==> config.mk <==
export PLATFORM = sky130hd
export DESIGN_NAME = mul_div_unit_flat
export DESIGN_NICKNAME = d
export VERILOG_FILES = /design/src/rtl/mul_div_unit_if.sv /design/src/rtl/mul_div_unit.sv /design/src/flat_wrapper.sv
export SDC_FILE = /design/constraint.sdc
export NUM_CORES = 1
export LEC_CHECK = 0
export CORE_MARGIN = 4
export CORE_UTILIZATION = 50
export DETAILED_ROUTE_END_ITERATION = 6
export PLACE_DENSITY = 0.7
export SYNTH_ARGS = -nofsm -noshare
export SYNTH_HDL_FRONTEND = slang
export SYNTH_SLANG_ARGS = --single-unit
export TNS_END_PERCENT = 5
==> constraint.sdc <==
create_clock -name Clock -period 9.25 [get_ports Clock]
set_input_delay 1.3875 -clock Clock [delete_from_list [all_inputs] [get_ports Clock]]
set_output_delay 1.3875 -clock Clock [all_outputs]
set_load 0.005 [all_outputs]
==> src/rtl/mul_div_unit_if.sv <==
// Operand/result bundle between the register-file read path and mul_div_unit.
interface mul_div_unit_if;
   logic        Start;
   logic [1:0]  Op;
   logic [31:0] busA;
   logic [31:0] busB;
   logic        Busy;
   logic        Done;
   logic [31:0] Hi;
   logic [31:0] Lo;

   modport master (output Start, Op, busA, busB, input Busy, Done, Hi, Lo);
   modport slave  (input Start, Op, busA, busB, output Busy, Done, Hi, Lo);
endinterface

==> src/rtl/mul_div_unit.sv <==
// Iterative 32-bit MULTU/MULT/DIVU/DIV unit: 32 shift-add or restoring-divide steps, Hi/Lo result registers.
// Optional MULDIV_EARLY_DIV0_EN: divide by zero bypasses the iteration phase and finishes one edge after acceptance.
module mul_div_unit (
   input logic           Clock,
   input logic           Reset,
   mul_div_unit_if.slave bus
);
   localparam int unsigned W  = 32;
   localparam int unsigned DW = 2 * W;
   localparam int unsigned CW = 6;
   localparam logic [CW-1:0] LAST = CW'(W - 1);

   typedef enum logic [1:0] {IDLE, RUN, FIX} state_t;

   state_t          state, state_nx;
   logic [1:0]      op, op_nx;
   logic [DW-1:0]   acc, acc_nx;
   logic [W-1:0]    opnd, opnd_nx;
   logic [W-1:0]    orig_a, orig_a_nx;
   logic            neg_q, neg_q_nx;
   logic            neg_r, neg_r_nx;
   logic            div0, div0_nx;
   logic [CW-1:0]   cnt, cnt_nx;
   logic            busy, busy_nx;
   logic            done, done_nx;
   logic [W-1:0]    hi, hi_nx;
   logic [W-1:0]    lo, lo_nx;

   logic            sgn_a, sgn_b, b_zero;
   logic [W-1:0]    abs_a, abs_b;
   logic [W:0]      mul_sum, div_trial, div_diff;
   logic [DW-1:0]   prod_fix;
   logic [W-1:0]    q_fix, r_fix;

   assign sgn_a  = bus.Op[0] & bus.busA[W-1];
   assign sgn_b  = bus.Op[0] & bus.busB[W-1];
   assign abs_a  = sgn_a ? W'(-bus.busA) : bus.busA;
   assign abs_b  = sgn_b ? W'(-bus.busB) : bus.busB;
   assign b_zero = (bus.busB == '0);

   // acc holds {partial product, remaining multiplier} or {partial remainder, dividend/quotient}
   assign mul_sum   = {1'b0, acc[DW-1:W]} + (acc[0] ? {1'b0, opnd} : {(W+1){1'b0}});
   assign div_trial = {acc[DW-1:W], acc[W-1]};
   assign div_diff  = div_trial - {1'b0, opnd};

   assign prod_fix = neg_q ? DW'(-acc) : acc;
   assign q_fix    = neg_q ? W'(-acc[W-1:0]) : acc[W-1:0];
   assign r_fix    = neg_r ? W'(-acc[DW-1:W]) : acc[DW-1:W];

   always_ff @(posedge Clock or posedge Reset) begin
      if (Reset) begin
         state  <= IDLE;
         op     <= '0;
         acc    <= '0;
         opnd   <= '0;
         orig_a <= '0;
         neg_q  <= 1'b0;
         neg_r  <= 1'b0;
         div0   <= 1'b0;
         cnt    <= '0;
         busy   <= 1'b0;
         done   <= 1'b0;
         hi     <= '0;
         lo     <= '0;
      end else begin
         state  <= state_nx;
         op     <= op_nx;
         acc    <= acc_nx;
         opnd   <= opnd_nx;
         orig_a <= orig_a_nx;
         neg_q  <= neg_q_nx;
         neg_r  <= neg_r_nx;
         div0   <= div0_nx;
         cnt    <= cnt_nx;
         busy   <= busy_nx;
         done   <= done_nx;
         hi     <= hi_nx;
         lo     <= lo_nx;
      end
   end

   always_comb begin
      state_nx  = state;
      op_nx     = op;
      acc_nx    = acc;
      opnd_nx   = opnd;
      orig_a_nx = orig_a;
      neg_q_nx  = neg_q;
      neg_r_nx  = neg_r;
      div0_nx   = div0;
      cnt_nx    = cnt;
      busy_nx   = busy;
      done_nx   = 1'b0;
      hi_nx     = hi;
      lo_nx     = lo;

      unique case (state)
         IDLE: begin
            if (bus.Start) begin
               op_nx     = bus.Op;
               orig_a_nx = bus.busA;
               div0_nx   = bus.Op[1] & b_zero;
               neg_q_nx  = sgn_a ^ sgn_b;
               neg_r_nx  = sgn_a;
               cnt_nx    = '0;
               busy_nx   = 1'b1;
               if (bus.Op[1]) begin
                  acc_nx  = {W'(0), abs_a};
                  opnd_nx = abs_b;
               end else begin
                  acc_nx  = {W'(0), abs_b};
                  opnd_nx = abs_a;
               end
`ifdef MULDIV_EARLY_DIV0_EN
               state_nx = (bus.Op[1] && b_zero) ? FIX : RUN;
`else
               state_nx = RUN;
`endif
            end
         end
         RUN: begin
            cnt_nx = cnt + 1'b1;
            if (op[1]) begin
               if (!div_diff[W]) acc_nx = {div_diff[W-1:0], acc[W-2:0], 1'b1};
               else              acc_nx = {div_trial[W-1:0], acc[W-2:0], 1'b0};
            end else begin
               acc_nx = {mul_sum, acc[W-1:1]};
            end
            if (cnt == LAST) state_nx = FIX;
         end
         FIX: begin
            state_nx = IDLE;
            busy_nx  = 1'b0;
            done_nx  = 1'b1;
            if (div0) begin
               hi_nx = orig_a;
               lo_nx = '1;
            end else if (op[1]) begin
               hi_nx = r_fix;
               lo_nx = q_fix;
            end else begin
               hi_nx = prod_fix[DW-1:W];
               lo_nx = prod_fix[W-1:0];
            end
         end
         default: state_nx = IDLE;
      endcase
   end

   assign bus.Busy = busy;
   assign bus.Done = done;
   assign bus.Hi   = hi;
   assign bus.Lo   = lo;
endmodule

==> src/flat_wrapper.sv <==
// flat-port wrapper written by rule: the top's interface ports become plain ports
module mul_div_unit_flat 
  (Clock, Reset, bus_Start, bus_Op, bus_busA, bus_busB, bus_Busy, bus_Done, bus_Hi, bus_Lo);
  mul_div_unit_if bus_i ();
  input logic Clock;
  input logic Reset;
  input wire logic [$bits(bus_i.Start)-1:0] bus_Start;
  input wire logic [$bits(bus_i.Op)-1:0] bus_Op;
  input wire logic [$bits(bus_i.busA)-1:0] bus_busA;
  input wire logic [$bits(bus_i.busB)-1:0] bus_busB;
  output wire logic [$bits(bus_i.Busy)-1:0] bus_Busy;
  output wire logic [$bits(bus_i.Done)-1:0] bus_Done;
  output wire logic [$bits(bus_i.Hi)-1:0] bus_Hi;
  output wire logic [$bits(bus_i.Lo)-1:0] bus_Lo;
  assign bus_i.Start = bus_Start;
  assign bus_i.Op = bus_Op;
  assign bus_i.busA = bus_busA;
  assign bus_i.busB = bus_busB;
  assign bus_Busy = bus_i.Busy;
  assign bus_Done = bus_i.Done;
  assign bus_Hi = bus_i.Hi;
  assign bus_Lo = bus_i.Lo;
  mul_div_unit u_core (.Clock(Clock), .Reset(Reset), .bus(bus_i));
endmodule
Word level (Yosys, flattened, before mapping) --
Index checks and enable logic that the tools add are counted.
Operators by class: magnitude comparators 0, reductions and logical operators 8, bitwise logic cells 4, equal/unequal tests 5, add/subtract/negate cells 8, div/mod/pow operators 0, multiply operators 0, mux-type cells 24, shift-type cells 0
Operator list (number):
- $mux 32 | 11
- $mux 64 | 4
- $neg 32->32 | 4
- $pmux 64 s2 | 1
- $neg 64->64 | 1
- $add 32x33->33 | 1
- $sub 33x32->33 | 1
- $logic_not 32->1 | 1
- $pmux 6 s2 | 1
- $reduce_and 2->1 | 4
- $add 6x1->6 const B | 1
- $eq 6x5->1 const B | 1
- $mux 6 | 1
- $mux 2 | 2
- $pmux 2 s2 | 1
- $reduce_bool 2->1 | 2
- $and 1x1->1 | 3
- $eq 2x1->1 const B | 1
- $eq 2x2->1 const B | 1
- $logic_not 2->1 | 1
- $mux 1 | 2
- $ne 2x1->1 const B | 1
- $ne 2x2->1 const B | 1
- $pmux 1 s2 | 1
- $xor 1x1->1 | 1
Word-level totals: bits in latches 0, memories 0, memory bits (writable) 0, input port bits 69, memory bits (read-only) 0, flip-flop bits (word level) 207

Logic depth before layout (Yosys ltp) --
depth in word-level cells 5, gate-level depth with buffers 14

Worst setup path before layout --
Ideal clock, no wire load.
path type input to register, from input port bus_busB[4], to register u_core.opnd[25], library setup time 0.130 ns, setup slack 5.908 ns, cell stages on the path 9, arrival time 3.212 ns, buffers on the path 0, data required time 9.120 ns, cells stage by stage or3_1 > nor4b_2 > and2_1 > nand3b_1 > o31ai_1 > xor2_1 > nand2_1 > o211ai_1 > o21ai_0
On the way: word-level cells in the longest chain between the ends 3
RTL lines:
- start: declaration | RTL line flat_wrapper.sv:10 | input wire logic [$bits(bus_i.busB)-1:0] bus_busB;
- $neg 32->32 | RTL line mul_div_unit.sv:38 | assign abs_b = sgn_b ? W'(-bus.busB) : bus.busB;
- $mux 32 | RTL line mul_div_unit.sv:38
- $mux 32 | RTL line mul_div_unit.sv:107 | if (bus.Op[1]) begin
- end signal: assignment | RTL line mul_div_unit.sv:69 | opnd <= opnd_nx;
- end: declaration | RTL line mul_div_unit.sv:18 | logic [W-1:0] opnd, opnd_nx;
Every way passes these cells. A chain may end at the register's enable or synchronous reset.

Worst setup path after layout --
from register u_core.acc[31], to register u_core.acc[48]
On the way: word-level cells in the longest chain between the ends 4
RTL lines:
- start: declaration | RTL line mul_div_unit.sv:17 | logic [DW-1:0] acc, acc_nx;
- start signal: assignment | RTL line mul_div_unit.sv:68 | acc <= acc_nx;
- $sub 33x32->33 | RTL line mul_div_unit.sv:44 | assign div_diff = div_trial - {1'b0, opnd};
- $mux 64 | RTL line mul_div_unit.sv:124 | if (!div_diff[W]) acc_nx = {div_diff[W-1:0], acc[W-2:0], 1'b1};
- $mux 64 | RTL line mul_div_unit.sv:123 | if (op[1]) begin
- $pmux 64 s2 | RTL line mul_div_unit.sv:97 | unique case (state)
Every way passes these cells.

==> metrics.md <==
| Metric | Value |
|---|---|
| Max Cap Viol | 0 |
| Total Wirelength | about 55000 microns |
| Post-DP Area | around 17000 sq um |
| PostCTS Resize Cnt | 0 |
| Worst hold path type | reg2reg |
| Largest net degree at the start of global routing | approximately 130 |
| Fin util | approximately 58% |
| Cell variety after synth | between 80 and 90 |
| Routed len/inst | ~22 microns |
| Yosys top cell area share | 32.2% |
| FF-to-FF Start | u_core.acc[31] |
| Total power | slightly below 7 mW |
| First-pass GRT wire length | 84700 microns |
| Total I/O pin count | approximately 140 |
| DP HPWL | about 41000 microns |
| Critical Path Sink Type | register |
| Clock root buffer | clkbuf_16 |
| Slew HR | approximately a fifth |
| Layout Area Growth over Synthesis | 14.3% |
| CP Launch Type | register |
| Chip height | 187 microns |
| Seq/Total Area, Yosys | ~32% |
| Max VDD drop | 0.224 mV |
| Post-Syn Nets | 2137 |
| Worst Clk Skew | approximately 0.015 ns |
| Worst R2R Path Depth | 13 |
| Worst hold slack | ~0.46 ns |
| Async set-or-reset flop fraction in the synthesized netlist | 100% |
| Worst Path Required | between 9 and 10 ns |
| Setup violations, final | 0 |
| Initial antenna violation count | 4 |
| CTS HTree Levels | 1 |
| Max Fclk | approximately 230 MHz |
| Post-route ant nets | 0 |
| Final Max Slew Viols | 0 |
| Slew @ Worst Pin | between 1 and 1.5 ns |
| Drt first pass iters | 6 |
| Starting DRT DRC Count | ~1800 |
| Final nets | roughly 2200 |
| Total setup buffers inserted after CTS | 0 |
| Flops & latches, synth | 206 |
| Core Footprint | about 32000 sq um |
| Total gr overflow | 0 |
| Largest area contributor in the netlist | dfrtp_1 |
| P_leak | between 7 and 8 nW |
| Inserted Clock Buffers | 24 |
| Cell Rows | 65 |
| Status | finished clean |
| Power Dens Cells | approximately 380 nW/um^2 |
| Hold_buf cts | 0 |
| CTS clock-pin slew for the worst setup and hold paths | 0.06 ns |
| GP Congestion | 0.980 |
| Top FF cell, synth | dfrtp_1 |
| Clock buffer depth | 3 |
| Vias in the first global route | approximately 15000 |
| GRT Total Usage | a little over 30% |
| Final Critical Period | approximately 4.3 ns |
| Post-route clock period utilization | 46.8% |
| Syn. warnings | 0 |
| Die width | between 150 and 200 microns |
| Most frequent cells in the layout | nand2_1, dfrtp_1, nor2_1 |
| Final hold vios | 0 |
| Number of diodes | 0 |
| WS Path Type | reg2reg |
| Final setup TNS | 0 ns |
| Synth Area per Inst | approximately 8.0 sq um |
| Crit-path max FO | 35 |
| Hold_sp | u_core.bus.Lo[0] |
| Die area | 34900 sq um |
| EDFF count, synth | 0 |
| Final Cell Area | 18300 sq um |
| CTS tree | yes |
| Skew-Pair Late Insertion Delay | 0.54 ns |
| Commonest non-fill, non-tap cell in the layout | nand2_1 |
| Crit path DAT | ~4.7 ns |
| Initial Util | 50.7% |
| CTS Sinks | 206 |
| Routed vias | ~15000 |
| Setup crit start | u_core.acc[31] |
| Post-Syn Area | roughly 16000 sq um |
| Post-synthesis cell count | between 1500 and 2000 |
| Port Buffers | ~130 |
| RSZ-0062 raised after global routing | false |
| Share of layout cells above drive strength 1 | approximately 4.8% |
| Post-DR vias/cell | between 6 and 7 |
| Hold Crit Depth | 2 |
| Post-route DRC violation count | 0 |
| Synth area leaders | dfrtp_1, nand2_1, xnor2_1 |
==> critical path, cell delays in order (launching register included) <==
cell	delay [ns]
dfrtp_1	0.47
inv_1	0.09
ha_1	0.22
fa_1	0.40
nand2b_1	0.18
a21oi_1	0.24
o2111ai_1	0.25
a21oi_1	0.48
o21ai_0	0.25
a221oi_4	0.41
buf_4	0.52
mux2_2	0.40
a22oi_1	0.14
o21ai_0	0.11
==> final timing paths <==
path	end	slack, ns
max	u_core.acc[48]	4.92
min in group asynchronous	u_core.bus.Hi[11]	1.43
min	u_core.bus.Lo[0]	0.46
max reg2reg	u_core.acc[48]	4.92
max in group asynchronous	u_core.op[1]	6.16
min reg2reg	u_core.bus.Lo[0]	0.46
==> logic make-up after synthesis <==
logic type / count (synthesis) / share of synthesized area [%]
simple gates: 659 / 19.0
compound gates: 627 / 24.3
flops: 206 / 32.2
buf+inv: 189 / 4.81
xor+xnor: 174 / 9.52
mux: 71 / 4.47
fa+ha+maj: 71 / 5.65
==> state kept, by name (all words and copies together) (netlist names) <==
register	count
u_core.acc	64
u_core.bus.Hi	32
u_core.bus.Lo	32
u_core.opnd	32
u_core.orig_a	32
u_core.cnt	6
u_core.state	2
u_core.bus.Busy	1
u_core.bus.Done	1
u_core.div0	1
u_core.neg_q	1
u_core.neg_r	1
u_core.op	1
==> Yosys cell counts (all sizes together), types with 3 or more instances <==
master / count
o41ai: 8
inv: 62
and3: 21
a211oi: 11
o221ai: 7
nand3: 20
nor4: 18
ha: 69
nand2: 279
o211ai: 12
nor3b: 7
a311oi: 5
o31ai: 28
nor2: 182
a21o: 29
a21oi: 175
o2111ai: 4
mux2i: 67
and4: 5
nor3: 35
o22a: 35
nand4: 15
mux2: 4
o21ai: 217
a31oi: 20
nand2b: 16
a221o: 4
a22oi: 19
nor2b: 19
xor2: 69
a21boi: 8
or3: 7
a41oi: 4
and2: 11
a31o: 4
clkbuf: 99
buf: 28
o21a: 12
or4: 12
dfrtp: 206
xnor2: 105
a2111oi: 3
nand3b: 6
==> layer usage <==
metal	routed length, microns	track usage, %	share of wire, %
met1	23300	41.9	43
met2	24600	48.2	45
met3	4490	4.74	8.2
met4	2220	10.9	4.1
met5	13	0	0.024
==> area by class of cell <==
type,instances,area (sq um)
clock buffers,33,684
clock inverters,9,138
fillers,2931,13300
inverters,62,240
multi-input cells,1602,10100
flip-flops and latches,206,5160
well taps,402,503
repair buffers,151,1470
==> metrics by stage <==
stage | instances | setup WS [ns]
after floorplan | 1997 | 2.24
after global placement | 2423 | 4.94
after detailed placement | 2423 | 4.91
after CTS | 2465 | 5.02
after global routing | 2465 | 4.70
final | 2465 | 4.92
==> power breakdown <==
| part | internal (mW) | switching [mW] |
|---|---|---|
| clock | 0.600 | 0.400 |
| combinational | 1.81 | 2.28 |
| sequential | 1.30 | 0.575 |
| total | 3.71 | 3.25 |
No activity file was read; power rests on OpenSTA's default activity.
